File: config.mk
export PLATFORM = sky130hd
export DESIGN_NAME = mem_arbiter
export DESIGN_NICKNAME = d
export VERILOG_FILES = /design/src/rtl/mem_arbiter.sv
export SDC_FILE = /design/constraint.sdc
export NUM_CORES = 1
export LEC_CHECK = 0
export CAP_MARGIN = 0
export CORE_ASPECT_RATIO = 0.8
export CORE_UTILIZATION = 39
export CTS_CLUSTER_DIAMETER = 30
export DETAILED_ROUTE_END_ITERATION = 6
export GPL_ROUTABILITY_DRIVEN = 0
export PLACE_DENSITY = 0.86
export SLEW_MARGIN = 30
export SYNTH_ARGS = -nofsm -noshare
export SYNTH_HDL_FRONTEND = slang
export SYNTH_SLANG_ARGS = --single-unit
File: constraint.sdc
create_clock -name clk -period 3.9 [get_ports clk]
set_input_delay 0.39 -clock clk [delete_from_list [all_inputs] [get_ports clk]]
set_output_delay 0.39 -clock clk [all_outputs]
set_load 0.005 [all_outputs]
File: src/rtl/mem_arbiter.sv
// Single-port SRAM arbiter between fetch (i_*) and data (d_*) ports with one-cycle read return.
// Define ARB_ROUND_ROBIN_EN for round-robin conflict resolution; default is data priority with a fetch wait bound.
module mem_arbiter #(
  parameter int WIDTH    = 32,
  parameter int ADDR     = 10,
  parameter int MAX_WAIT = 4
) (
  input  logic             clk,
  input  logic             reset,
  input  logic             i_req,
  input  logic [ADDR-1:0]  i_addr,
  output logic             i_gnt,
  output logic             i_rvalid,
  output logic [WIDTH-1:0] i_rdata,
  input  logic             d_req,
  input  logic [3:0]       d_we,
  input  logic [ADDR-1:0]  d_addr,
  input  logic [WIDTH-1:0] d_wdata,
  output logic             d_gnt,
  output logic             d_rvalid,
  output logic [WIDTH-1:0] d_rdata,
  output logic             stall_f,
  output logic             stall_m,
  output logic             m_en,
  output logic [3:0]       m_we,
  output logic [ADDR-1:0]  m_addr,
  output logic [WIDTH-1:0] m_wdata,
  input  logic [WIDTH-1:0] m_rdata
);

  typedef enum logic [1:0] {
    RESP_NONE  = 2'd0,
    RESP_INSTR = 2'd1,
    RESP_DATA  = 2'd2
  } resp_t;

  resp_t            r_respOwn;
  resp_t            w_respOwnNext;
  logic             w_iGnt;
  logic             w_dGnt;
  logic [WIDTH-1:0] r_iHold;
  logic [WIDTH-1:0] r_dHold;
  logic             w_iRvalid;
  logic             w_dRvalid;

`ifdef ARB_ROUND_ROBIN_EN
  typedef enum logic {
    LAST_INSTR = 1'b0,
    LAST_DATA  = 1'b1
  } last_t;

  last_t r_lastGnt;
  last_t w_lastGntNext;

  // On a conflict the port that did not win last time takes this cycle.
  always_comb begin
    w_iGnt = 1'b0;
    w_dGnt = 1'b0;
    if (i_req && d_req) begin
      if (r_lastGnt == LAST_DATA) w_iGnt = 1'b1;
      else                        w_dGnt = 1'b1;
    end else begin
      w_iGnt = i_req;
      w_dGnt = d_req;
    end
  end

  always_comb begin
    w_lastGntNext = r_lastGnt;
    if (w_iGnt)      w_lastGntNext = LAST_INSTR;
    else if (w_dGnt) w_lastGntNext = LAST_DATA;
  end

  always_ff @(posedge clk) begin
    if (reset) r_lastGnt <= LAST_DATA;
    else       r_lastGnt <= w_lastGntNext;
  end
`else
  localparam int CW = $clog2(MAX_WAIT + 1);
  localparam logic [CW-1:0] MaxWaitC = CW'(MAX_WAIT);

  logic [CW-1:0] r_waitCnt;
  logic [CW-1:0] w_waitCntNext;

  // Data wins conflicts until fetch has been denied MAX_WAIT cycles in a row.
  always_comb begin
    w_iGnt = 1'b0;
    w_dGnt = 1'b0;
    if (i_req && d_req) begin
      if (r_waitCnt == MaxWaitC) w_iGnt = 1'b1;
      else                       w_dGnt = 1'b1;
    end else begin
      w_iGnt = i_req;
      w_dGnt = d_req;
    end
  end

  always_comb begin
    w_waitCntNext = r_waitCnt;
    if (!i_req || w_iGnt)          w_waitCntNext = '0;
    else if (r_waitCnt != MaxWaitC) w_waitCntNext = r_waitCnt + 1'b1;
  end

  always_ff @(posedge clk) begin
    if (reset) r_waitCnt <= '0;
    else       r_waitCnt <= w_waitCntNext;
  end
`endif

  assign i_gnt   = w_iGnt;
  assign d_gnt   = w_dGnt;
  assign stall_f = i_req & ~w_iGnt;
  assign stall_m = d_req & ~w_dGnt;

  // Fetches are always reads, so only a data grant can carry strobes or store data.
  always_comb begin
    m_en    = w_iGnt | w_dGnt;
    m_we    = '0;
    m_addr  = '0;
    m_wdata = '0;
    if (w_iGnt) begin
      m_addr = i_addr;
    end else if (w_dGnt) begin
      m_addr  = d_addr;
      m_we    = d_we;
      m_wdata = d_wdata;
    end
  end

  always_comb begin
    w_respOwnNext = RESP_NONE;
    if (w_iGnt)                      w_respOwnNext = RESP_INSTR;
    else if (w_dGnt && d_we == 4'b0) w_respOwnNext = RESP_DATA;
  end

  always_ff @(posedge clk) begin
    if (reset) r_respOwn <= RESP_NONE;
    else       r_respOwn <= w_respOwnNext;
  end

  // Gating with reset drops a response that would otherwise land during the reset cycle.
  assign w_iRvalid = (r_respOwn == RESP_INSTR) & ~reset;
  assign w_dRvalid = (r_respOwn == RESP_DATA) & ~reset;
  assign i_rvalid  = w_iRvalid;
  assign d_rvalid  = w_dRvalid;

  always_ff @(posedge clk) begin
    if (reset) begin
      r_iHold <= '0;
      r_dHold <= '0;
    end else begin
      if (w_iRvalid) r_iHold <= m_rdata;
      if (w_dRvalid) r_dHold <= m_rdata;
    end
  end

  always_comb begin
    i_rdata = r_iHold;
    d_rdata = r_dHold;
    if (reset) begin
      i_rdata = '0;
      d_rdata = '0;
    end else begin
      if (w_iRvalid) i_rdata = m_rdata;
      if (w_dRvalid) d_rdata = m_rdata;
    end
  end

endmodule

==> flow_summary.json, run 1 <==
{
  "grt_max_degree": 44,
  "syn_nets": 405,
  "cpPeakStageDelay_ns": 0.69,
  "netlist_area_um2": 3180,
  "crit_type": "input port to primary output",
  "cp-start-kind": "input port",
  "p_leak_nw": 2.30,
  "r2r_slack_ns": 2.35,
  "wl_um": 9510,
  "path_max_fanout": 37,
  "io_pins": 209,
  "cts_setup_buffers": 0,
  "ant_nets": 0,
  "totalPowerFinal_mw": 1.65,
  "clock_path_buffers": 2,
  "dp_cells": 608,
  "fin_setup_tns_ns": 0,
  "grt_pass1_wl_um": 14600,
  "post-dp-hpwl_um": 7030,
  "drt-initial-drc-count": 74,
  "grt_pass1_vias": 2966,
  "syn_to_final_growth_pct": 74.5,
  "crit_arrival_ns": 2.35,
  "std_cell_rows": 29,
  "critPathSlowestCell": "clkdlybuf4s50_1",
  "grt_usage_pct": 22.3,
  "rsz0062_at_grt": "no",
  "die_h_um": 82.8,
  "drcViolationCount": 0,
  "cp.required_ns": 3.51,
  "p_seq_share_pct": 43.8,
  "antenna_found_initial": 0,
  "clock.fmax_mhz": 366,
  "worstPathCellList": "clkdlybuf4s50_1 -> nand3_1 -> buf_4 -> and3_1 -> clkdlybuf4s50_1",
  "fin_skew_ns": 0.00678,
  "cts_tree": "done",
  "hold_class": "flop to flop",
  "dieArea_um2": 8530,
  "ys_warn_count": 0,
  "via_count": 2891,
  "post-route-min-period_ns": 2.74,
  "stdcell_count": 624,
  "initial_utilization_pct": 40.2,
  "switching_share_pct": 21.9,
  "p_sw_mw": 0.361,
  "finalMaxSlewViolations": 0,
  "postLayoutCellArea_um2": 5560,
  "synth.avg_cell_area_um2": 10.2,
  "num_antenna_cells": 0,
  "clock-root-buffer": "clkbuf_8",
  "drive_gt1_share_pct": 17.8,
  "syn_inst": 311,
  "portBuffers": 208,
  "yosys.cell_types.count": 24,
  "cts_resized": 0,
  "clockPowerShare_pct": 39.4,
  "cts_sinks": 69,
  "p_per_area_nw_per_um2": 297,
  "final-hold-violation-count": 0,
  "tightest_slew_ns": 0.550,
  "wire_per_inst_um": 15.2,
  "crit_path_frequent_cell": "clkdlybuf4s50_1",
  "dr.pass1.iters": 4,
  "slew_headroom_pct": 63.3,
  "nets": 605,
  "overflow": 0,
  "ir_drop_mv": 0.204,
  "ctsHtreeMaxLevel": 3,
  "avgViaCountPerCell": 4.63,
  "power_frac_comb_pct": 16.8,
  "clk_pin_slew_worst_paths_ns": 0.07,
  "p_int_mw": 1.29,
  "fin_util_pct": 70.2,
  "die_width_um": 103,
  "status": "finished clean",
  "core_um2": 7910,
  "fin_crit_sh_pct": 70.1,
  "end_kind": "primary output",
  "numCtsBuffers": 9,
  "place_area_um2": 5320,
  "finalSetupViolCount": 0,
  "clock_latency_ns": 0.33,
  "holdBufCountCts": 0,
  "ys_ff_latch": 69,
  "ys_seq_area_share_pct": 43.4,
  "max_cap_violations": 0
}
## through the flow
| step | hold slack [ns] | setup slack, ns |
|---|---|---|
| after floorplan | 0.430 | 2.13 |
| after global placement | 0.444 | 1.27 |
| after detailed placement | 0.470 | 1.20 |
| after CTS | 0.480 | 1.19 |
| after global routing | 0.509 | 1.08 |
| final | 0.479 | 1.16 |
## area by class of cell
cell class / count / area [µm²]
Fill cell: 635 / 2350
Timing Repair Buffer: 214 / 2120
Multi-Input combinational cell: 215 / 1680
Sequential cell: 69 / 1380
Clock buffer: 10 / 138
Tap cell: 108 / 135
Clock inverter: 6 / 93.8
Inverter: 2 / 7.51
## worst max-delay path: cells and delay by family
family / cells / cell delay [ns]
buffers and inverters: 3 / 1.52
AND/OR/NAND/NOR: 2 / 0.42
## cell usage after synthesis
library cell  count  share of area (%)
nor2b_1          57                 11
o22ai_1          10                2.0
nor4b_1           1               0.28
and2_1            2               0.39
or2_2             1               0.20
nor2_1            1               0.12
nand3_1           1               0.16
nor3b_1           1               0.24
nor4_1            2               0.39
nor3b_4           2                1.2
ha_1              2               0.79
inv_1             2               0.24
buf_2             6               0.94
a21boi_0          1               0.24
dfxtp_1          69                 43
mux2_2           64                 23
xnor2_1           1               0.28
clkbuf_1         17                2.0
nand2_1          21                2.5
or4_4             1               0.35
buf_6             2               0.71
and2b_1           8                1.9
and3_1           38                7.5
nor4b_2           1               0.47
## flip-flops by register name, summed over array words and instances, names as in the netlist
name	count
r_respOwn	2
r_waitCnt	3
r_dHold	32
r_iHold	32
## metal layers
metal / track usage (%) / vias up / routed length (µm)
met5: 0 / - / 0
met4: 5.89 / 0 / 77
met3: 9.01 / 8 / 714
met2: 37.0 / 96 / 4670
met1: 26.6 / 1331 / 4050
li1: - / 1456 / -
## kinds of logic (layout without fill, tap and decap cells)
family / after synthesis / count (layout) / synth area share (%)
AOI/OAI and AO/OA: 11 / 11 / 2.20
xor gates and xnor gates: 1 / 1 / 0.275
adders and majority gates: 2 / 2 / 0.786
buffers and inverters: 27 / 232 / 3.89
DFF: 69 / 69 / 43.4
muxes: 64 / 64 / 22.6
and+or+nand+nor: 137 / 137 / 26.8
## cell usage in the layout, fill, tap and decap left out, types with 2 or more instances in the layout
cell	count
bufinv_16	2
buf_4	6
ha_1	2
and2_1	2
o22ai_1	10
inv_1	2
and2b_1	8
clkinv_4	2
dfxtp_1	69
nand2_1	21
mux2_2	64
nor3b_4	2
and3_1	38
clkbuf_8	10
clkdlybuf4s50_1	207
nor4_1	2
nor2b_1	57
## power groups by stage
stage          Clock [mW]  Sequential, mW  Combinational [mW]
2_1_floorplan           0           0.738              0.0835
3_3_place_gp            0           0.738               0.272
3_5_place_dp            0           0.739               0.277
5_1_grt             0.704           0.724               0.295
4_1_cts             0.671           0.722               0.279
6_report            0.651           0.723               0.277
## path summary, 6_finish.rpt
| check | from | endpoint | cells after the start |
|---|---|---|---|
| setup / recovery | i_req | m_wdata[24] | 5 |
| hold / removal | r_waitCnt[0] | r_waitCnt[0] | 1 |
| setup reg to reg | r_respOwn[1] | r_dHold[22] | 3 |
| hold reg to reg | r_waitCnt[0] | r_waitCnt[0] | 1 |
Note: power is estimated with default switching activity, not from simulation.
==> inputs of run 2 (changes only) <==
CORE_UTILIZATION = 33   (was 39)
PLACE_DENSITY = 0.78   (was 0.86)
clock period = 2.4 ns   (was 3.9 ns; I/O delays follow)
==> run 2 against run 1 <==
  * The flow now finishes with violations (DRC)
  * Largest power group is now the clock network
  * Wire length about the same
  * Final area grew 3.8%
  * Core utilization shrank 7.5 points
  * Critical endpoint is now m_wdata[11]
  * Worst setup slack worse by 1.1 ns
  * Via count grew 2.9%
==> flow_summary.json, run 2 (same netlist as run 1, synthesis figures left out) <==
{
  "status": "finished, violations left",
  "violations": "DRC",
  "p_per_area_nw_per_um2": 543,
  "drive_gt1_share_pct": 18.6,
  "mostFrequentLayoutCells": "207 x clkdlybuf4s50_1, 69 x dfxtp_1, 64 x mux2_2",
  "cp-start-kind": "flop",
  "core_um2": 9190,
  "numCtsBuffers": 9,
  "syn_to_final_growth_pct": 81.1,
  "p_leak_nw": 2.39,
  "post-dp-hpwl_um": 7010,
  "finalMaxSlewViolations": 0,
  "ant_nets": 0,
  "largestRegisters": "r_dHold (32), r_iHold (32), r_waitCnt (3)",
  "std_cell_rows": 31,
  "via_count": 2975,
  "drt-initial-drc-count": 184,
  "max_cap_violations": 0,
  "dr.pass1.iters": 6,
  "grt_pass1_wl_um": 15000,
  "path_max_fanout": 37,
  "clock.fmax_mhz": 436,
  "grt_max_degree": 56,
  "final-hold-violation-count": 0,
  "cts_tree": "done",
  "slew_headroom_pct": 82.6,
  "rsz0062_at_grt": "no",
  "dieArea_um2": 10000,
  "grt_pass1_vias": 2943,
  "nets": 610,
  "clock_latency_ns": 0.33,
  "cts_sinks": 69,
  "cp.required_ns": 2.16,
  "post-route-min-period_ns": 2.30,
  "ctsHtreeMaxLevel": 3,
  "drcViolationCount": 11,
  "crit_type": "flop to primary output",
  "grt_usage_pct": 18.8,
  "overflow": 0,
  "finalSetupViolCount": 0,
  "fillers": 757,
  "avgViaCountPerCell": 4.68,
  "ir_drop_mv": 0.434,
  "die_width_um": 112,
  "totalPowerFinal_mw": 3.13,
  "clock-root-buffer": "clkbuf_16",
  "fin_skew_ns": 0.00540,
  "die_h_um": 89.8,
  "hold_class": "flop to flop",
  "clock_path_buffers": 2,
  "layout_commonest_cell": "clkdlybuf4s50_1",
  "crit_arrival_ns": 2.06,
  "io_pins": 209,
  "clk_pin_slew_worst_paths_ns": 0.05,
  "end_kind": "primary output",
  "wl_um": 9510,
  "antenna_found_initial": 0,
  "wire_per_inst_um": 14.9,
  "fin_crit_sh_pct": 95.7,
  "num_antenna_cells": 0,
  "tightest_slew_ns": 0.260,
  "fin_setup_tns_ns": 0,
  "initial_utilization_pct": 34.6,
  "portBuffers": 208
}
run 2: cell types whose count changed in the layout (fill, tap and decap cells not counted), sizes merged:
| cell | before | now |
|---|---|---|
| inv | 3 | 2 |
| buf | 7 | 12 |
| bufinv | 2 | 3 |
run 2: final timing paths:
path                              startpoint            to  slack (ns)  cells after the start
worst max register to register  r_respOwn[1]    r_dHold[3]        1.02                      3
worst min register to register  r_waitCnt[0]  r_waitCnt[0]        0.47                      1
worst min-delay path            r_waitCnt[0]  r_waitCnt[0]        0.47                      1
worst max-delay path            r_waitCnt[0]   m_wdata[11]        0.10                      6
run 2: stage by stage:
step                cell area, µm²  hold slack (ns)  setup slack (ns)  utilization, %  std cells
finish                        5770            0.474             0.104            62.7        636
global route                  5770            0.501            0.0174            62.7        636
CTS                           5760            0.474            0.0498            62.7        636
detailed placement            5420            0.456             0.254            59.0        620
global placement              5420            0.450             0.355            59.0        620
floorplan                     3180            0.311             0.884               -        311
run 2: metal layers:
layer,part of all wire [%],wire length (µm),track usage [%],vias up
met4,0.76,72,4.84,0
met3,8.2,782,6.88,9
met1,43,4070,23.2,1390
met2,48,4580,31.0,108
met5,0,0,0,-
li1,-,-,-,1468
run 2: timing repair:
action                                  4_1_cts  5_1_grt
endpoints found under the setup margin        0       32
hold buffers                                  0        0
resized for setup                             0        2
buffers inserted                              0        0
run 2: worst max-delay path, cell delays in order, from the launching register on:
cell and delay [ns]:
dfxtp_1 0.36, inv_1 0.06, ha_1 0.23, nand3_1 0.11, buf_6 0.23, and3_1 0.22, clkdlybuf4s50_1 0.50
run 2: power by group:
part | total (mW) | switching (mW) | internal, mW
sequential | 1.18 | 0.00567 | 1.17
combinational | 0.459 | 0.143 | 0.317
clock | 1.49 | 0.480 | 1.01
total | 3.13 | 0.628 | 2.50
run 2: area by class of cell:
type                       count  area (µm²)  area share (%)
sequential                    69        1380            24.0
multi-input combinational    215        1680            29.1
clock inverter                 6         111            1.93
timing repair buffer         219        2210            38.4
clock buffer                  10         229            3.97
tap                          115         144            2.50
inverter                       2        7.51           0.130
==> inputs of run 3 (changes only) <==
CORE_ASPECT_RATIO = 0.5   (was 0.8)
CORE_UTILIZATION = 36   (was 33)
PLACE_DENSITY = 0.8   (was 0.78)
clock period = 2.5 ns   (was 2.4 ns; I/O delays follow)
==> run 3 against run 2 <==
  * The run now ends clean
  * Combinational power down 4.6%
  * Via count down 2.2%
  * Flip-flop and latch count unchanged
  * Worst hold slack worse by 0.011 ns
  * Core utilization up 5.5 points
  * Non-clock buffer count down 3
  * Count of clock-buffer cells in the layout unchanged
  * Sequential power down 4%
  * Clock power down 21%
  * Wire length about the same
  * Largest cell class unchanged
==> flow_summary.json, run 3 (same netlist as run 1, synthesis figures left out) <==
{
  "portBuffers": 208,
  "p_per_area_nw_per_um2": 485,
  "post-dp-hpwl_um": 7000,
  "syn_to_final_growth_pct": 77.6,
  "cts_setup_buffers": 0,
  "status": "finished clean",
  "initial_utilization_pct": 38.4,
  "p_leak_nw": 2.34,
  "grt_max_degree": 52,
  "grt_pass1_vias": 2916,
  "ctsHtreeMaxLevel": 3,
  "grt_pass1_wl_um": 14400,
  "end_kind": "primary output",
  "cts_resized": 1,
  "avgViaCountPerCell": 4.64,
  "path_max_fanout": 37,
  "clock.fmax_mhz": 428,
  "post-route-min-period_ns": 2.33,
  "r2r_slack_ns": 1.14,
  "clock-root-buffer": "clkbuf_16",
  "clock_latency_ns": 0.33,
  "overflow": 0,
  "antenna_found_initial": 0,
  "max_cap_violations": 0,
  "crit_arrival_ns": 2.08,
  "largestRegisters": "r_dHold (32), r_iHold (32), r_waitCnt (3)",
  "clock_path_buffers": 2,
  "grt_usage_pct": 20.7,
  "fin_crit_sh_pct": 93.4,
  "hold_class": "flop to flop",
  "wire_per_inst_um": 15.2,
  "holdBufCountCts": 0,
  "postLayoutCellArea_um2": 5650,
  "dieArea_um2": 9240,
  "dr.pass1.iters": 4,
  "crit_type": "flop to primary output",
  "via_count": 2911,
  "ir_drop_mv": 0.345,
  "tightest_slew_ns": 0.492,
  "cp.required_ns": 2.25,
  "die_width_um": 135,
  "rsz0062_at_grt": "no",
  "finalMaxSlewViolations": 0,
  "final-hold-violation-count": 0,
  "place_area_um2": 5380,
  "numCtsBuffers": 9,
  "totalPowerFinal_mw": 2.74,
  "cp-start-kind": "flop",
  "fillers": 680,
  "ant_nets": 0,
  "drt-initial-drc-count": 92,
  "mostFrequentLayoutCells": "207 x clkdlybuf4s50_1, 69 x dfxtp_1, 64 x mux2_2",
  "cts_tree": "done",
  "io_pins": 209,
  "fin_util_pct": 68.2,
  "wl_um": 9500,
  "drcViolationCount": 0,
  "slew_headroom_pct": 67.0,
  "finalSetupViolCount": 0,
  "final.setup.worst_slack_ns": 0.166,
  "nets": 607,
  "drive_gt1_share_pct": 17.7,
  "num_antenna_cells": 0,
  "clk_pin_slew_worst_paths_ns": 0.05,
  "std_cell_rows": 23,
  "place_ws_ns": 0.165,
  "fin_skew_ns": 0.00777,
  "die_h_um": 68.5,
  "cts_sinks": 69,
  "core_um2": 8290,
  "layout_commonest_cell": "clkdlybuf4s50_1"
}
[run 3: stage by stage]
stage               TNS (ns)  hold WS (ns)  instances
floorplan                  0         0.321        311
finish                     0         0.463        627
global route               0         0.483        627
detailed placement         0         0.453        614
CTS                        0         0.461        627
global placement      -0.729         0.442        614
[run 3: layout make-up]
class | count | area, µm² | area share, %
Clock buffer | 10 | 229 | 4.05
Clock inverter | 3 | 40.0 | 0.708
Inverter | 2 | 7.51 | 0.133
Multi-Input combinational cell | 215 | 1680 | 29.7
Sequential cell | 69 | 1380 | 24.4
Tap cell | 112 | 140 | 2.48
Timing Repair Buffer | 216 | 2170 | 38.5
[run 3: per-layer routing]
metal / up-vias / routed length (µm) / track usage, %
met3: 13 / 463 / 7.02
met1: 1365 / 4080 / 23.1
met4: 0 / 130 / 6.88
met2: 75 / 4830 / 38.1
li1: 1458 / - / -
met5: - / 0 / 0
[run 3: final timing paths]
kind / to / startpoint / depth (start not counted)
min reg2reg: r_waitCnt[0] / r_waitCnt[0] / 1
max: m_wdata[8] / r_waitCnt[0] / 6
min: r_waitCnt[0] / r_waitCnt[0] / 1
max reg2reg: r_iHold[18] / r_respOwn[0] / 3
[run 3: report_power, final]
part | switching (mW) | internal, mW
Combinational | 0.139 | 0.300
Clock | 0.425 | 0.750
Sequential | 0.00528 | 1.12
Total | 0.569 | 2.17
[run 3: worst max-delay path, stage by stage (launching register included)]
cell             delay [ns]
dfxtp_1                0.35
inv_1                  0.05
ha_1                   0.24
nand3_1                0.09
buf_4                  0.28
and3_1                 0.20
clkdlybuf4s50_1        0.54
